File: config.mk
export PLATFORM = sky130hd
export DESIGN_NAME = imem_loader
export DESIGN_NICKNAME = d
export VERILOG_FILES = /design/src/rtl/imem_loader_pkg.sv /design/src/rtl/imem_loader_word_assembler.sv /design/src/rtl/imem_loader.sv
export SDC_FILE = /design/constraint.sdc
export NUM_CORES = 1
export LEC_CHECK = 0
export CAP_MARGIN = 20
export CORE_ASPECT_RATIO = 0.7
export CORE_MARGIN = 5
export CORE_UTILIZATION = 50
export CTS_CLUSTER_DIAMETER = 60
export DETAILED_ROUTE_END_ITERATION = 7
export PLACE_DENSITY_LB_ADDON = 0.25
export REMOVE_ABC_BUFFERS = 1
export SYNTH_ARGS = -nofsm -noshare
export SYNTH_HDL_FRONTEND = slang
export SYNTH_HIERARCHICAL = 1
export SYNTH_SLANG_ARGS = --single-unit
export TNS_END_PERCENT = 10
File: constraint.sdc
create_clock -name clk -period 5.25 [get_ports clk]
set_input_delay 1.05 -clock clk [delete_from_list [all_inputs] [get_ports clk]]
set_output_delay 1.05 -clock clk [all_outputs]
set_load 0.02 [all_outputs]
File: src/rtl/imem_loader_pkg.sv
// Shared types and constants for the instruction-memory boot loader.
// Latency: n/a (declarations only).
// Backpressure: n/a.
package imem_loader_pkg;

   // Loader FSM states
   typedef enum logic [2:0] {
      IDLE,
      HDR0,
      HDR1,
      DATA,
      WRITE,
      DONE
   } state_t;

   // Default capacity: 256 words of 32 bits (1 KB)
   localparam int MAX_WORDS_DEF = 256;
   // Default byte-address width of the instruction-memory write port
   localparam int ADDR_W_DEF    = 10;
   // Image header carries a 16-bit big-endian word count
   localparam int HDR_W         = 16;

endpackage

File: src/rtl/imem_loader_word_assembler.sv
// Packs a big-endian byte stream into 32-bit words (first byte -> bits 31:24).
// Latency: word_vld/word_dat are combinational with the 4th accepted byte.
// Backpressure: none of its own; byte_vld must already be the handshake qualifier.
module word_assembler (
   input  logic        clk,
   input  logic        rst,
   input  logic        clr,
   input  logic        byte_vld,
   input  logic [7:0]  byte_dat,
   output logic        word_vld,
   output logic [31:0] word_dat
);

   logic [1:0]  byte_cnt;
   logic [31:0] shift_q;

   // Shift accepted bytes in and count position within the word; clr restarts alignment
   always_ff @(posedge clk or negedge rst) begin
      if (!rst) begin
         byte_cnt <= 2'd0;
         shift_q  <= 32'd0;
      end else if (clr) begin
         byte_cnt <= 2'd0;
         shift_q  <= 32'd0;
      end else if (byte_vld) begin
         byte_cnt <= byte_cnt + 2'd1;
         shift_q  <= {shift_q[23:0], byte_dat};
      end
   end

   // The completed word includes the byte being accepted right now
   assign word_vld = byte_vld && (byte_cnt == 2'd3);
   assign word_dat = {shift_q[23:0], byte_dat};

endmodule

File: src/rtl/imem_loader.sv
// Streams a length-prefixed byte image into instruction memory while holding the CPU in reset.
// Latency: one WRITE cycle after every 4th accepted byte; DONE the cycle after the last write.
// Backpressure: in_ready is low outside HDR0/HDR1/DATA, so the sender stalls during WRITE/IDLE/DONE.
module imem_loader
   import imem_loader_pkg::*;
#(
   parameter int MAX_WORDS = MAX_WORDS_DEF,
   parameter int ADDR_W    = ADDR_W_DEF
) (
   input  logic              clk,
   input  logic              rst,
   input  logic              start,
   input  logic              in_valid,
   input  logic [7:0]        in_data,
   output logic              in_ready,
   output logic              im_we,
   output logic [ADDR_W-1:0] im_addr,
   output logic [31:0]       im_wdata,
   output logic              cpu_hold,
   output logic              done,
   output logic              err,
   output logic [8:0]        loaded_words
);

   state_t           state;
   logic [HDR_W-1:0] len;

   logic             accept;
   logic             start_ok;
   logic [HDR_W-1:0] hdr_len;
   logic             hdr_bad;
   logic [8:0]       words_inc;
   logic             word_vld;
   logic [31:0]      word_dat;

   assign accept    = in_valid && in_ready;
   // start only counts while idle or finished; elsewhere it is ignored
   assign start_ok  = start && ((state == IDLE) || (state == DONE));
   // Length as it will be once the low header byte is taken
   assign hdr_len   = {len[15:8], in_data};
   assign hdr_bad   = (hdr_len == '0) || (int'(hdr_len) > MAX_WORDS);
   assign words_inc = loaded_words + 9'd1;

   word_assembler u_word_assembler (
      .clk      (clk),
      .rst      (rst),
      .clr      (start_ok),
      .byte_vld (accept && (state == DATA)),
      .byte_dat (in_data),
      .word_vld (word_vld),
      .word_dat (word_dat)
   );

   // Loader FSM with all outputs registered alongside the state
   always_ff @(posedge clk or negedge rst) begin
      if (!rst) begin
         state        <= IDLE;
         in_ready     <= 1'b0;
         im_we        <= 1'b0;
         im_addr      <= '0;
         im_wdata     <= 32'd0;
         cpu_hold     <= 1'b1;
         done         <= 1'b0;
         err          <= 1'b0;
         loaded_words <= 9'd0;
         len          <= '0;
      end else begin
         case (state)
            IDLE, DONE: begin
               if (start_ok) begin
                  state        <= HDR0;
                  in_ready     <= 1'b1;
                  loaded_words <= 9'd0;
                  done         <= 1'b0;
                  err          <= 1'b0;
                  cpu_hold     <= 1'b1;
               end
            end
            HDR0: begin
               if (accept) begin
                  len[15:8] <= in_data;
                  state     <= HDR1;
               end
            end
            HDR1: begin
               if (accept) begin
                  len[7:0] <= in_data;
                  if (hdr_bad) begin
                     // Rejected image: finish without writing and keep the CPU held
                     state    <= DONE;
                     in_ready <= 1'b0;
                     done     <= 1'b1;
                     err      <= 1'b1;
                  end else begin
                     state <= DATA;
                  end
               end
            end
            DATA: begin
               if (word_vld) begin
                  state    <= WRITE;
                  in_ready <= 1'b0;
                  im_we    <= 1'b1;
                  im_addr  <= ADDR_W'({loaded_words, 2'b00});
                  im_wdata <= word_dat;
               end
            end
            WRITE: begin
               im_we        <= 1'b0;
               loaded_words <= words_inc;
               if ({7'd0, words_inc} == len) begin
                  // Image complete: release the CPU as DONE is entered
                  state    <= DONE;
                  done     <= 1'b1;
                  cpu_hold <= 1'b0;
               end else begin
                  state    <= DATA;
                  in_ready <= 1'b1;
               end
            end
            default: begin
               state    <= IDLE;
               in_ready <= 1'b0;
               im_we    <= 1'b0;
            end
         endcase
      end
   end

endmodule

Word-level counts from Yosys, hierarchy flattened
Index checks and enable logic that the tools add are counted.
- register bits: 99
- bits of input ports: 12
- output and inout port bits: 56
- logic and storage cells: 85
- add/subtract/negate cells: 2
- order comparisons: 1
- equal/unequal tests: 14
- multiplexer cells: 29
- bitwise gates (word level): 2
- reduce and logical (&&, ||, !) cells: 24
- operators with widths (operator ; count):
    $mux W24 ; 2
    $mux W3 ; 6
    $pmux W9 S2 ; 1
    $eq A9 B16 Y1 ; 1
    $gt A16 B9 Y1 const B ; 1
    $logic_not A16 Y1 ; 1
    $pmux W3 S5 ; 1
    $ne A2 B2 Y1 const B ; 6
    $mux W1 ; 11
    $reduce_and A2 Y1 ; 5
    $add A9 B1 Y9 const B ; 1
    $mux W9 ; 1
    $reduce_and A4 Y1 ; 2
    $eq A3 B2 Y1 const B ; 2
    $eq A3 B3 Y1 const B ; 2
    $pmux W1 S2 ; 3
    $reduce_and A6 Y1 ; 1
    $reduce_bool A2 Y1 ; 3
    $pmux W1 S5 ; 1
    $reduce_and A5 Y1 ; 1
    $logic_and A1 B1 Y1 ; 4
    $mux W2 ; 2
    $reduce_or A4 Y1 ; 1
    $eq A3 B1 Y1 const B ; 1
    other kinds (10) ; 12

Longest topological paths before layout
- depth after elaboration: 5
- depth in mapped cells: 10
- gate-level depth less buffers: 7

Cells and area by module
Netlist, hierarchy kept.
- by module, submodules not included (module ; times used ; cells each ; area an instance (µm²) ; seq. area each (µm²)):
    imem_loader ; 1 ; 268 ; 3298.2 ; 1828.0
    word_assembler ; 1 ; 94 ; 1153.6 ; 650.6

Worst setup path after synthesis
OpenSTA, ideal clock, no wires.
- path kind: input -> register
- start point: input in_valid
- end point: register im_addr[2]
- library setup time: 125 ps
- arrival: 2543 ps
- data required time: 5125 ps
- slack: 2582 ps
- stages: 8
- buffers on the path: 3
- path through: nand3_1 -> nor2_1 -> buf_6 -> buf_12 -> and2_1 -> nand3_1 -> buf_1 -> mux2_2
- word-level cells in the longest chain between the ends: 4
- ends and longest elaborated chain (element ; line ; text):
    start: declaration ; imem_loader.sv:13 ; input logic in_valid,
    $logic_and A1 B1 Y1 ; imem_loader.sv:36 ; assign accept = in_valid && in_ready;
    $logic_and A1 B1 Y1 ; imem_loader.sv:48 ; .byte_vld (accept && (state == DATA)),
    $logic_and A1 B1 Y1 ; imem_loader_word_assembler.sv:32 ; assign word_vld = byte_vld && (byte_cnt == 2'd3);
    net word_vld ; imem_loader.sv:33 ; logic word_vld;
    $reduce_and A2 Y1 (no source line) ; - ;
    end signal: assignment ; imem_loader.sv:104 ; im_addr <= ADDR_W'({loaded_words, 2'b00});
    end: declaration ; imem_loader.sv:17 ; output logic [ADDR_W-1:0] im_addr,
The timed path passes the listed nets, and every way through them passes these cells.
A chain may end at the register's enable or synchronous reset.

Worst setup path in the final report
- start point: input in_valid
- end point: register im_wdata[26]
- word-level cells in the longest chain between the ends: 4
- ends and longest elaborated chain (element ; line ; text):
    $logic_and A1 B1 Y1 ; imem_loader.sv:36 ;
    $logic_and A1 B1 Y1 ; imem_loader.sv:48 ;
    $logic_and A1 B1 Y1 ; imem_loader_word_assembler.sv:32 ;
    net word_vld ; imem_loader.sv:33 ;
    $reduce_and A2 Y1 (no source line) ; - ;
    end signal: assignment ; imem_loader.sv:105 ; im_wdata <= word_dat;
    end: declaration ; imem_loader.sv:18 ; output logic [31:0] im_wdata,
The timed path passes the listed nets, and every way through them passes these cells.

==> metrics.md <==
| Metric | Value |
|---|---|
| Arrival time at the worst endpoint | `between 3000 and 4000 ps` |
| Asr flop ratio synth | `100%` |
| Vias per cell | `~5.4` |
| Reg clk slew, reported paths | `roughly 60 ps` |
| Slew Viols, Final | `0` |
| Synthesized cell area | `roughly 4500 µm²` |
| Detailed-route via count | `~2900` |
| Post_cts resized | `0` |
| Die W | `about 120 µm` |
| Synth top area share | `a little under three fifths` |
| Chip height | `88.9 µm` |
| WP data required | `between 5000 and 6000 ps` |
| Mapped Cells | `362` |
| Post-synth top area cell | `dfrtp_1` |
| Final HPWL DP | `a little under 6 mm` |
| Worst min-delay path class | `flip-flop to flip-flop` |
| CORE AREA | `~8600 µm²` |
| Final instance area | `between 5000 and 6000 µm²` |
| Grt total ovfl | `0` |
| Ranking of synthesized cells by area | `dfrtp_1 (55%), mux2_2 (14%), mux2i_1 (5.8%)` |
| CP max stage cell | `clkdlybuf4s50_1` |
| RSZ-0062 raised after global routing | `no` |
| Row cnt | `28` |
| Antenna viol nets, final | `0` |
| Max Freq | `about 0.33 GHz` |
| Worst vdd ir | `between 0.0003 and 0.0004 V` |
| Drt wl/cell | `~16 µm` |
| Post-CTS setup buffers | `0` |
| Clock sinks | `~100` |
| Largest net degree at the start of global routing | `between 50 and 60` |
| Slowest stage delay, CP | `between 500 and 600 ps` |
| Sequential fraction of the synthesis area | `55.7%` |
| Bufs and invs on worst path | `2` |
| Logic pwr share | `slightly below 40%` |
| GPL Wtd Cong | `0.850` |
| CTS tree | `built` |
| Setup crit start kind | `primary input` |
| Psw | `1.14 mW` |
| Crit path time final | `between 3000 and 4000 ps` |
| Setup CP Type | `primary input to flip-flop` |
| Area growth syn-to-layout | `21.0%` |
| Root Driver | `clkbuf_16` |
| Initial core utilization | `approximately half` |
| GRT Resource Usage Total | `approximately 17%` |
| Number of synthesized flops with an enable pin | `0` |
| Worst clock skew | `roughly 5.0 ps` |
| Post-synth cell types | `between 40 and 50` |
| Hold path start | `im_addr[9]` |
| Sw Share | `between 30% and 40%` |
| Placed standard-cell area | `5090 µm²` |
| Yosys warning count | `6` |
| Port-buffer cells | `65` |
| CTS Buffer Depth | `2` |
| Num CTS Buffers | `9` |
| H-tree levels | `3` |
| # nets final | `between 400 and 500` |
| Leak | `2.39 nW` |
| Flops & latches, synth | `roughly 100` |
| Setup Viol. Count Final | `0` |
| Max-cap violations | `0` |
| Share of layout cells above drive strength 1 | `between 15 and 20%` |
| Crit path from | `in_valid` |
| CP Capture Type | `flip-flop` |
| Syn Area/Cell | `12.3 µm²` |
| DRC Markers | `0` |
| Final Hold Vio Count | `0` |
| Internal | `between 2 and 2.5 mW` |
| Family with the most delay on the worst path | `simple AND/OR/NAND/NOR gates` |
| Post-route setup TNS | `0 ps` |
| Area of the die | `approximately 11000 µm²` |
| Commonest cells in the netlist | `dfrtp_1 (98), mux2_2 (55), nor2_1 (41)` |
| Drt first pass iters | `4` |
| Flop pwr share | `between 40% and 50%` |
| Final period util | `57.5%` |
| Most common cell in the netlist | `dfrtp_1` |
| Final cell count without fillers | `about 540` |
| Worst r2r src | `state[0]` |
| Max-slew headroom | `50.4%` |
| Vias in the first global route | `between 2000 and 3000` |
| First DRT Iteration DRCs | `around 200` |
| Clk pwr share | `a little under a fifth` |
| Ports | `between 60 and 70` |
| DRT Wirelength | `roughly 8.6 mm` |
| Primary FF master, synth | `dfrtp_1` |
| Hold buffers post-CTS | `0` |
| Crit path cell chain | `clkdlybuf4s50_1 -> nand3_1 -> nor2_4 -> and2_1 -> nand3_2 -> buf_16 -> mux2_2` |
| Antenna violations before repair | `0` |
| Clk_lat worst skew | `approximately 340 ps` |
| P per Cell Area | `approximately 610 nW/µm²` |
| Worst Max-Slew Pin Slew | `740 ps` |
| Crit-path max FO | `26` |
| # diodes | `0` |
| Dpl cells | `~520` |
| First-pass GRT wire length | `about 15 mm` |
| Status | `finished clean` |
==> cells by family (layout without fill, tap and decap cells) <==
logic type	after synthesis	count (layout)	synth area share, %
fa+ha+maj	2	2	0.562
buf+inv	33	87	5.12
mux	82	82	20.1
simple gates	91	91	10.2
compound gates	41	41	5.73
other cells	1	2	0.0842
xor+xnor	13	13	2.56
flops	99	99	55.7
==> stage by stage <==
| step | util [%] | power, mW | hold WS (ps) | setup slack, ps |
|---|---|---|---|---|
| CTS | 62.4 | 3.30 | 490 | 1850 |
| finish | 62.8 | 3.26 | 484 | 2230 |
| global route | 62.8 | 3.47 | 516 | 2070 |
| detailed placement | 59.3 | 2.66 | 475 | 1500 |
| floorplan | - | 2.11 | 480 | 426 |
| global placement | 59.3 | 2.62 | 463 | 1580 |
==> area by class of cell <==
type                       count  area [µm²]
clock buffer                  10         229
clock inverter                 3        42.5
fill                         684        3200
inverter                       5        18.8
multi-input combinational    231        1770
sequential                    99        2480
tap                          120         150
timing repair buffer          69         698
==> power groups by stage <==
stage | Clock, mW | Combinational [mW] | Sequential, mW
floorplan | 0 | 0.584 | 1.53
global placement | 0 | 1.24 | 1.38
detailed placement | 0 | 1.27 | 1.39
CTS | 0.641 | 1.28 | 1.38
global route | 0.669 | 1.37 | 1.43
finish | 0.622 | 1.26 | 1.38
==> metal layers <==
metal  wire length, µm  global-route usage [%]  up-vias
met5                 0                       0        -
met4                81                    3.96        0
met3               578                    6.39        8
met2              3780                    24.8       75
met1              4210                    25.4     1440
li1                  -                       -     1356
==> worst reg2reg max path: stages, from the launching register on <==
cell and delay (ps):
dfrtp_1 580, nand3_1 260, nor2_4 140, and2_1 240, nand3_2 450, buf_16 350
mux2_2 300
==> cells in the final DEF, fill, tap and decap left out, types with 3 or more instances in the layout <==
cell and n:
dfrtp_1 98, or4_1 3, xor2_1 4, nand4_1 3
mux2_2 55, clkbuf_16 9, buf_4 4, inv_1 5
clkdlybuf4s50_1 64, o21ai_0 17, nand2_1 14, nand2b_1 4
mux2i_1 26, a21oi_1 5, nor2_1 40, nor3_1 4
nand3_1 7, xnor2_1 9
==> sequential cells by signal, summed over array words and instances (netlist names) <==
register,flops
len,16
im_wdata,32
done,1
err,1
in_ready,1
state,3
u_word_assembler/byte_cnt,2
loaded_words,9
u_word_assembler/shift_q,24
im_addr,8
cpu_hold,1
im_we,1
==> path summary, 6_finish.rpt <==
| path | to | slack, ps | cells past startpoint |
|---|---|---|---|
| max in group asynchronous | im_addr[4] | 3470 | 2 |
| min in group asynchronous | im_wdata[8] | 690 | 1 |
| setup / recovery | im_wdata[26] | 2230 | 7 |
| hold reg to reg | im_addr[9] | 480 | 2 |
| hold / removal | im_addr[9] | 480 | 2 |
| setup reg to reg | im_wdata[26] | 2820 | 6 |
Note: power is estimated with default switching activity, not from simulation.
